[config.mk]
export PLATFORM = sky130hd
export DESIGN_NAME = demorgan_sweeper_flat
export DESIGN_NICKNAME = d
export VERILOG_FILES = /design/src/rtl/demorgan_sweeper_if.sv /design/src/rtl/demorgan_sweeper.sv /design/src/flat_wrapper.sv
export SDC_FILE = /design/constraint.sdc
export NUM_CORES = 1
export LEC_CHECK = 0
export CAP_MARGIN = 20
export CORE_ASPECT_RATIO = 1.1
export CORE_MARGIN = 8
export CORE_UTILIZATION = 48
export DETAILED_ROUTE_END_ITERATION = 12
export GPL_ROUTABILITY_DRIVEN = 0
export HOLD_SLACK_MARGIN = 0.1
export PLACE_DENSITY = 0.85
export SYNTH_ARGS = -nofsm -noshare
export SYNTH_HDL_FRONTEND = slang
export SYNTH_SLANG_ARGS = --single-unit
export TNS_END_PERCENT = 30
[constraint.sdc]
create_clock -name clk -period 2.4 [get_ports clk]
set_input_delay 0.48 -clock clk [delete_from_list [all_inputs] [get_ports clk]]
set_output_delay 0.48 -clock clk [all_outputs]
set_load 0.005 [all_outputs]
[src/rtl/demorgan_sweeper_if.sv]
// rtl/demorgan_sweeper_if.sv - stimulus/observe/status bundle between sweeper and its controller
interface demorgan_sweeper_if;
  logic       start;
  logic       drive_a;
  logic       drive_b;
  logic       obs_na;
  logic       obs_nb;
  logic       obs_nandnb;
  logic       obs_aandb;
  logic       obs_naandb;
  logic       obs_naornb;
  logic       obs_aorb;
  logic       obs_naorb;
  logic       busy;
  logic       done;
  logic       pass;
  logic [3:0] err_count;
  logic [1:0] first_fail_vec;
  logic [9:0] first_fail_mask;

  modport master (
    output start,
    input  drive_a, drive_b,
    output obs_na, obs_nb, obs_nandnb, obs_aandb,
    output obs_naandb, obs_naornb, obs_aorb, obs_naorb,
    input  busy, done, pass, err_count, first_fail_vec, first_fail_mask
  );

  modport slave (
    input  start,
    output drive_a, drive_b,
    input  obs_na, obs_nb, obs_nandnb, obs_aandb,
    input  obs_naandb, obs_naornb, obs_aorb, obs_naorb,
    output busy, done, pass, err_count, first_fail_vec, first_fail_mask
  );
endinterface

[src/rtl/demorgan_sweeper.sv]
// rtl/demorgan_sweeper.sv - sweeps A/B over all four vectors and checks the De Morgan gate block
module demorgan_sweeper #(
  parameter int SETTLE_CYCLES = 2,
  parameter int PASSES        = 1
) (
  input  logic               clk,
  input  logic               rst_n,
  demorgan_sweeper_if.slave  bus
);
  localparam int SW = (SETTLE_CYCLES > 1) ? $clog2(SETTLE_CYCLES) : 1;
  localparam int PW = (PASSES > 1) ? $clog2(PASSES) : 1;

  typedef enum logic [2:0] {IDLE, DRIVE, SETTLE, CHECK, DONE} state_t;

  state_t        state, state_nx;
  logic [1:0]    vec, vec_nx;
  logic [PW-1:0] pass_cnt, pass_cnt_nx;
  logic [SW-1:0] settle_cnt, settle_cnt_nx;
  logic          drive_a_q, drive_a_nx;
  logic          drive_b_q, drive_b_nx;
  logic [3:0]    err_q, err_nx;
  logic [1:0]    ffv_q, ffv_nx;
  logic [9:0]    ffm_q, ffm_nx;
  logic [7:0]    obs, expd;
  logic [9:0]    mask;

  // Bit order matches the mismatch mask layout: [0]nA ... [7]nAorB
  assign obs  = {bus.obs_naorb, bus.obs_aorb, bus.obs_naornb, bus.obs_naandb,
                 bus.obs_aandb, bus.obs_nandnb, bus.obs_nb, bus.obs_na};
  assign expd = {~(vec[1] | vec[0]), vec[1] | vec[0], ~vec[1] | ~vec[0], ~(vec[1] & vec[0]),
                 vec[1] & vec[0], ~vec[1] & ~vec[0], ~vec[0], ~vec[1]};
  assign mask = {obs[4] ^ obs[5], obs[2] ^ obs[7], obs ^ expd};

  always_ff @(posedge clk or negedge rst_n) begin
    if (!rst_n) begin
      state      <= IDLE;
      vec        <= '0;
      pass_cnt   <= '0;
      settle_cnt <= '0;
      drive_a_q  <= 1'b0;
      drive_b_q  <= 1'b0;
      err_q      <= '0;
      ffv_q      <= '0;
      ffm_q      <= '0;
    end else begin
      state      <= state_nx;
      vec        <= vec_nx;
      pass_cnt   <= pass_cnt_nx;
      settle_cnt <= settle_cnt_nx;
      drive_a_q  <= drive_a_nx;
      drive_b_q  <= drive_b_nx;
      err_q      <= err_nx;
      ffv_q      <= ffv_nx;
      ffm_q      <= ffm_nx;
    end
  end

  always_comb begin
    state_nx      = state;
    vec_nx        = vec;
    pass_cnt_nx   = pass_cnt;
    settle_cnt_nx = settle_cnt;
    drive_a_nx    = drive_a_q;
    drive_b_nx    = drive_b_q;
    err_nx        = err_q;
    ffv_nx        = ffv_q;
    ffm_nx        = ffm_q;
    case (state)
      IDLE, DONE: begin
        if (bus.start) begin
          state_nx      = DRIVE;
          vec_nx        = '0;
          pass_cnt_nx   = '0;
          settle_cnt_nx = '0;
          err_nx        = '0;
          ffv_nx        = '0;
          ffm_nx        = '0;
        end
      end
      DRIVE: begin
        drive_a_nx    = vec[1];
        drive_b_nx    = vec[0];
        settle_cnt_nx = '0;
        state_nx      = (SETTLE_CYCLES > 0) ? SETTLE : CHECK;
      end
      SETTLE: begin
        if (settle_cnt == SW'(SETTLE_CYCLES - 1)) state_nx = CHECK;
        else settle_cnt_nx = settle_cnt + 1'b1;
      end
      CHECK: begin
        if (mask != '0) begin
          if (err_q != 4'd15) err_nx = err_q + 4'd1;
          // err_q is still zero only until the first failure of this sweep
          if (err_q == 4'd0) begin
            ffv_nx = vec;
            ffm_nx = mask;
          end
        end
        if (vec != 2'd3) begin
          vec_nx   = vec + 2'd1;
          state_nx = DRIVE;
        end else if (pass_cnt != PW'(PASSES - 1)) begin
          vec_nx      = '0;
          pass_cnt_nx = pass_cnt + 1'b1;
          state_nx    = DRIVE;
        end else begin
          state_nx = DONE;
        end
      end
      default: state_nx = IDLE;
    endcase
  end

  assign bus.drive_a         = drive_a_q;
  assign bus.drive_b         = drive_b_q;
  assign bus.busy            = (state == DRIVE) || (state == SETTLE) || (state == CHECK);
  assign bus.done            = (state == DONE);
  assign bus.pass            = (state == DONE) && (err_q == 4'd0);
  assign bus.err_count       = err_q;
  assign bus.first_fail_vec  = ffv_q;
  assign bus.first_fail_mask = ffm_q;
endmodule

[src/flat_wrapper.sv]
// flat-port wrapper written by rule: the top's interface ports become plain ports
module demorgan_sweeper_flat 
#(
  parameter int SETTLE_CYCLES = 2,
  parameter int PASSES        = 1
)
  (clk, rst_n, bus_start, bus_drive_a, bus_drive_b, bus_obs_na, bus_obs_nb, bus_obs_nandnb, bus_obs_aandb, bus_obs_naandb, bus_obs_naornb, bus_obs_aorb, bus_obs_naorb, bus_busy, bus_done, bus_pass, bus_err_count, bus_first_fail_vec, bus_first_fail_mask);
  demorgan_sweeper_if bus_i ();
  input  logic clk;
  input  logic rst_n;
  input wire logic [$bits(bus_i.start)-1:0] bus_start;
  output wire logic [$bits(bus_i.drive_a)-1:0] bus_drive_a;
  output wire logic [$bits(bus_i.drive_b)-1:0] bus_drive_b;
  input wire logic [$bits(bus_i.obs_na)-1:0] bus_obs_na;
  input wire logic [$bits(bus_i.obs_nb)-1:0] bus_obs_nb;
  input wire logic [$bits(bus_i.obs_nandnb)-1:0] bus_obs_nandnb;
  input wire logic [$bits(bus_i.obs_aandb)-1:0] bus_obs_aandb;
  input wire logic [$bits(bus_i.obs_naandb)-1:0] bus_obs_naandb;
  input wire logic [$bits(bus_i.obs_naornb)-1:0] bus_obs_naornb;
  input wire logic [$bits(bus_i.obs_aorb)-1:0] bus_obs_aorb;
  input wire logic [$bits(bus_i.obs_naorb)-1:0] bus_obs_naorb;
  output wire logic [$bits(bus_i.busy)-1:0] bus_busy;
  output wire logic [$bits(bus_i.done)-1:0] bus_done;
  output wire logic [$bits(bus_i.pass)-1:0] bus_pass;
  output wire logic [$bits(bus_i.err_count)-1:0] bus_err_count;
  output wire logic [$bits(bus_i.first_fail_vec)-1:0] bus_first_fail_vec;
  output wire logic [$bits(bus_i.first_fail_mask)-1:0] bus_first_fail_mask;
  assign bus_i.start = bus_start;
  assign bus_drive_a = bus_i.drive_a;
  assign bus_drive_b = bus_i.drive_b;
  assign bus_i.obs_na = bus_obs_na;
  assign bus_i.obs_nb = bus_obs_nb;
  assign bus_i.obs_nandnb = bus_obs_nandnb;
  assign bus_i.obs_aandb = bus_obs_aandb;
  assign bus_i.obs_naandb = bus_obs_naandb;
  assign bus_i.obs_naornb = bus_obs_naornb;
  assign bus_i.obs_aorb = bus_obs_aorb;
  assign bus_i.obs_naorb = bus_obs_naorb;
  assign bus_busy = bus_i.busy;
  assign bus_done = bus_i.done;
  assign bus_pass = bus_i.pass;
  assign bus_err_count = bus_i.err_count;
  assign bus_first_fail_vec = bus_i.first_fail_vec;
  assign bus_first_fail_mask = bus_i.first_fail_mask;
  demorgan_sweeper #(.SETTLE_CYCLES(SETTLE_CYCLES), .PASSES(PASSES)) u_core (.clk(clk), .rst_n(rst_n), .bus(bus_i));
endmodule
== Yosys cells after proc, flatten, opt, wreduce, memory -nomap -nowiden ==
Index checks and enable logic that the tools add are counted.

* Flip-flop bits (word level): 25
* Input port bits: 11
* Output and inout port bits: 21

* Add/sub/neg operators: 4
* Eq/ne operators: 13
* Muxes and demuxes: 26
* Bitwise gates (word level): 11
* Reductions and logical operators: 15

{| class="wikitable"
|+ Operators by type and width
! operator !! number
|-
| two-way mux 10 bit || 3
|-
| case mux 10 bit (2 select lines) || 1
|-
| two-way mux 3 bit || 4
|-
| two-way mux 4 bit || 3
|-
| case mux 3 bit (4 select lines) || 1
|-
| two-way mux 2 bit || 5
|-
| nonzero test 10 bit || 1
|-
| != test 2 x 1 -> 1 bit (second input constant) || 4
|-
| case mux 2 bit (2 select lines) || 2
|-
| case mux 4 bit (2 select lines) || 1
|-
| AND reduction 4 bit || 2
|-
| XOR 8 bit || 1
|-
| == test 3 x 2 -> 1 bit (second input constant) || 2
|-
| != test 2 bit (second input constant) || 3
|-
| AND reduction 3 bit || 2
|-
| adder 4 x 1 -> 4 bit (second input constant) || 1
|-
| logical NOT 4 bit || 1
|-
| two-way mux 1 bit || 4
|-
| != test 4 bit (second input constant) || 1
|-
| inverter 1 bit || 4
|-
| AND reduction 2 bit || 2
|-
| == test 3 x 1 -> 1 bit (second input constant) || 1
|-
| == test 3 bit (second input constant) || 1
|-
| logical NOT 3 bit || 1
|-
| 13 further kinds || 18
|}

== Longest topological paths before layout ==
* Depth after elaboration: 6
* Depth in mapped cells: 8

== Worst setup path before layout ==
OpenSTA, ideal clock, no wires.

* Path type: register -> register
* Start point: register u_core.vec[0]
* End point: register u_core.err_q[1], in the netlist u_core.bus.err_count[1]
* Arrival: 1.829 ns
* Data required time: 2.275 ns
* Slack: 0.447 ns
* Stages on the path, launching flop included: 8
* Buffers on the path: 1
* Clock period less this slack: 1.953 ns
* Cells stage by stage: dfrtp_1 -> ha_1 -> buf_4 -> nor4bb_1 -> a31oi_1 -> nor3_4 -> nor3_1 -> mux2_2

* Longest elaborated chain between the ends: 6
* Elaborated cells on any way between the ends: 11

{| class="wikitable"
|+ RTL lines
! item !! line !! text
|-
| from (decl) || demorgan_sweeper.sv:16 || <nowiki>logic [1:0] vec, vec_nx;</nowiki>
|-
| from (signal assigned) || demorgan_sweeper.sv:47 || <nowiki>vec <= vec_nx;</nowiki>
|-
| inverter 1 bit, or another cell as far along || demorgan_sweeper.sv:30, demorgan_sweeper.sv:31 ||
|-
| AND 1 bit, or another cell as far along || demorgan_sweeper.sv:31 || <nowiki>vec[1] & vec[0], ~vec[1] & ~vec[0], ~vec[0], ~vec[1]};</nowiki>
|-
| XOR 8 bit * || demorgan_sweeper.sv:32 || <nowiki>assign mask = {obs[4] ^ obs[5], obs[2] ^ obs[7], obs ^ expd};</nowiki>
|-
| nonzero test 10 bit * || demorgan_sweeper.sv:91 || <nowiki>if (mask != '0) begin</nowiki>
|-
| != test 2 x 1 -> 1 bit (no source line) * || - ||
|-
| AND reduction 4 bit (no source line) * || - ||
|-
| to (signal assigned) || demorgan_sweeper.sv:52 || <nowiki>err_q <= err_nx;</nowiki>
|-
| to (decl) || demorgan_sweeper.sv:21 || <nowiki>logic [3:0] err_q, err_nx;</nowiki>
|}

Mark *: on every way between the ends. The rest lies on a longest branch, timed or not.
A chain may end at the register's enable or synchronous reset.

== Worst setup path in the final report ==
* Start point: register u_core.state[0]
* End point: output bus_pass

* Longest elaborated chain between the ends: 2

{| class="wikitable"
|+ RTL lines
! item !! line !! text
|-
| from (decl) || demorgan_sweeper.sv:15 || <nowiki>state_t state, state_nx;</nowiki>
|-
| from (signal assigned) || demorgan_sweeper.sv:46 || <nowiki>state <= state_nx;</nowiki>
|-
| == test 3 bit || demorgan_sweeper.sv:118 || <nowiki>assign bus.pass = (state == DONE) && (err_q == 4'd0);</nowiki>
|-
| logical AND 1 bit || demorgan_sweeper.sv:118 ||
|-
| to (decl) || flat_wrapper.sv:24 || <nowiki>output wire logic [$bits(bus_i.pass)-1:0] bus_pass;</nowiki>
|}

No other way between the ends.

==> impl_metrics.tcl <==
set metrics [dict create \
    vias 1031 \
    end_kind "primary output" \
    reg2reg_to "u_core.bus.err_count[2]" \
    first_pass_iters 4 \
    max-clock-path-buffers 2 \
    p_per_area_nw_per_um2 1140 \
    grt_pass1_vias 1106 \
    synth-async-reset-ratio_pct 100 \
    design_area_um2 1690 \
    yosys-top-cells-count "dfrtp_1, inv_1, o22ai_1" \
    post_cts_buffers 0 \
    grt_pass1_wl_mm 5.26 \
    drv_slew 0 \
    grt_max_degree 25 \
    pre_cts_ws_ps -48.6 \
    synth_area_leaders "dfrtp_1, inv_1, o22ai_1, xnor2_1, ha_1" \
    dieArea_um2 4550 \
    r2r.worst_path.cells 7 \
    holdWs_ps 504 \
    ys_dominant_reg_cell "dfrtp_1" \
    hold_buffers 0 \
    maxCapViolCount 0 \
    finalWirelength_mm 3.02 \
    fin_crit_sh_pct 94.0 \
    worstSetupStartpoint "u_core.state[0]" \
    fin_ws_ps 145 \
    yosysWarnings 0 \
    synth_cell_types 34 \
    period_minus_slack_ps 2260 \
    rrSetupSlack_ps 210 \
    path_max_fanout 6 \
    die_h_um 70.0 \
    start_util_pct 50.4 \
    syn_area_per_cell_um2 10.0 \
    diodes 0 \
    hold_viol 0 \
    reg2reg_from "u_core.vec[0]" \
    clock_latency_ps 320 \
    synth-edff-count 0 \
    ctsResizeCount 0 \
    io_pins 32 \
    cp-start-kind "flop" \
    yosysMostFrequentCell "dfrtp_1" \
    worstSetupEndpoint "bus_pass" \
    clock_sinks 24 \
    yosysTopAreaCellShare_pct 47.2 \
    dpl_cell_area_um2 1640 \
    finalSetupViolations 0 \
    yosysSeqAreaShare_pct 47.2 \
    syn-cell-area_um2 1270 \
    postRouteAntennaNets 0 \
    synthesis.nets 142 \
    final_nets 180 \
    fmax_mhz 443 \
    status "complete, no violations" \
    leakage_nw 0.757 \
    cts_root_buf "clkbuf_4" \
    die_w_um 65.1 \
    grtUsageTotal_pct 14.0 \
    yosys.area.top_type "dfrtp_1" \
    syn2layout_area_growth_pct 33.0 \
    slew_headroom_pct 76.9 \
    worst-endpoint-required_ps 1920 \
    synth_cells 127 \
    synth-seq-cells 24 \
    rows 19 \
    drc 0 \
    drtIter0Drc 48 \
    tightest_slew_ps 346 \
    critPathKind "reg2out" \
    final_util_pct 67.1 \
    portBuffers 31 \
    core-area_um2 2520 \
    drive_gt1_share_pct 12.8 \
    via_per_inst 5.29 \
    antenna_found_initial 0 \
    vdd_drop_max_mv 0.832 \
    htreeDepth 1 \
    overflow 0 \
    drt-wirelength-per-cell_um 15.5 \
    cts_buffers 3 \
    dpl.hpwl_mm 2.32 \
    fin_setup_tns_ps 0 \
    cts_tree "built" \
    hp-class "in2async" \
    finClkSkew_ps 2.71 \
    critPathArrivalTime_ps 1780 \
    clk_pin_slew_worst_paths_ps 140 \
]
-- cell type report --
| cell class | instances | area, um^2 |
|---|---|---|
| timing repair buffer | 36 | 348 |
| clock buffer | 3 | 22.5 |
| inverter | 19 | 71.3 |
| sequential | 24 | 601 |
| multi-input combinational | 81 | 579 |
| clock inverter | 1 | 30.0 |
| tap | 31 | 38.8 |
| fill | 211 | 830 |
-- worst min-delay path by stage --
stage	start	endpoint	slack, ps
floorplan	rst_n	u_core.bus.drive_a	180
global placement	u_core.bus.drive_a	u_core.bus.drive_a	490
detailed placement	u_core.bus.drive_a	u_core.bus.drive_a	510
CTS	rst_n	u_core.bus.first_fail_mask[2]	510
global route	rst_n	u_core.bus.first_fail_mask[3]	540
finish	rst_n	u_core.bus.first_fail_mask[2]	500
-- report_power, final --
group,total (mW),switching [mW],internal [mW]
clock network,0.297,0.128,0.169
logic,0.927,0.426,0.501
registers,0.698,0.142,0.556
total,1.92,0.696,1.23
-- worst max-delay path: stages, from the launching register on --
cell and delay, ps:
dfrtp_1 490, nor2_2 160, nand2_1 90, inv_1 70
and3_1 140, clkdlybuf4s50_1 500
-- state kept, by name, indices dropped and copies added (netlist names) --
register                    cells
u_core.bus.drive_b              1
u_core.settle_cnt               1
u_core.bus.err_count            4
u_core.bus.first_fail_vec       2
u_core.state                    3
u_core.bus.first_fail_mask     10
u_core.bus.drive_a              1
u_core.vec                      2
-- logic make-up after synthesis --
family          Yosys count  share of synthesized area, %
compound gates           23                          12.2
xor+xnor                 11                          7.58
fa+ha+maj                 4                          3.94
buf+inv                  22                          7.38
flops                    24                          47.2
mux                       7                          5.91
simple gates             36                          15.8
-- per-stage QoR --
stage | std cells | power (mW)
after floorplan | 127 | 1.23
after global placement | 191 | 1.58
after detailed placement | 191 | 1.63
after CTS | 195 | 1.93
after global routing | 195 | 2.08
final | 195 | 1.92
-- layout by cell type, fill, tap and decap left out, drive strengths merged, types with 5 or more instances in the layout --
cell type / count
buf: 5
clkdlybuf4s50: 31
dfrtp: 24
o22ai: 10
inv: 19
nand2: 7
nor2: 10
xnor2: 6
xor2: 5
-- routing by layer --
layer / wire length, um / GRT usage (%) / up-vias
met2: 1490 / 23.7 / 31
met5: 0 / 0 / -
li1: - / - / 510
met1: 1250 / 16.3 / 486
met4: 32 / 3.64 / 0
met3: 244 / 4.94 / 4
(Power assumes the default switching activity.)
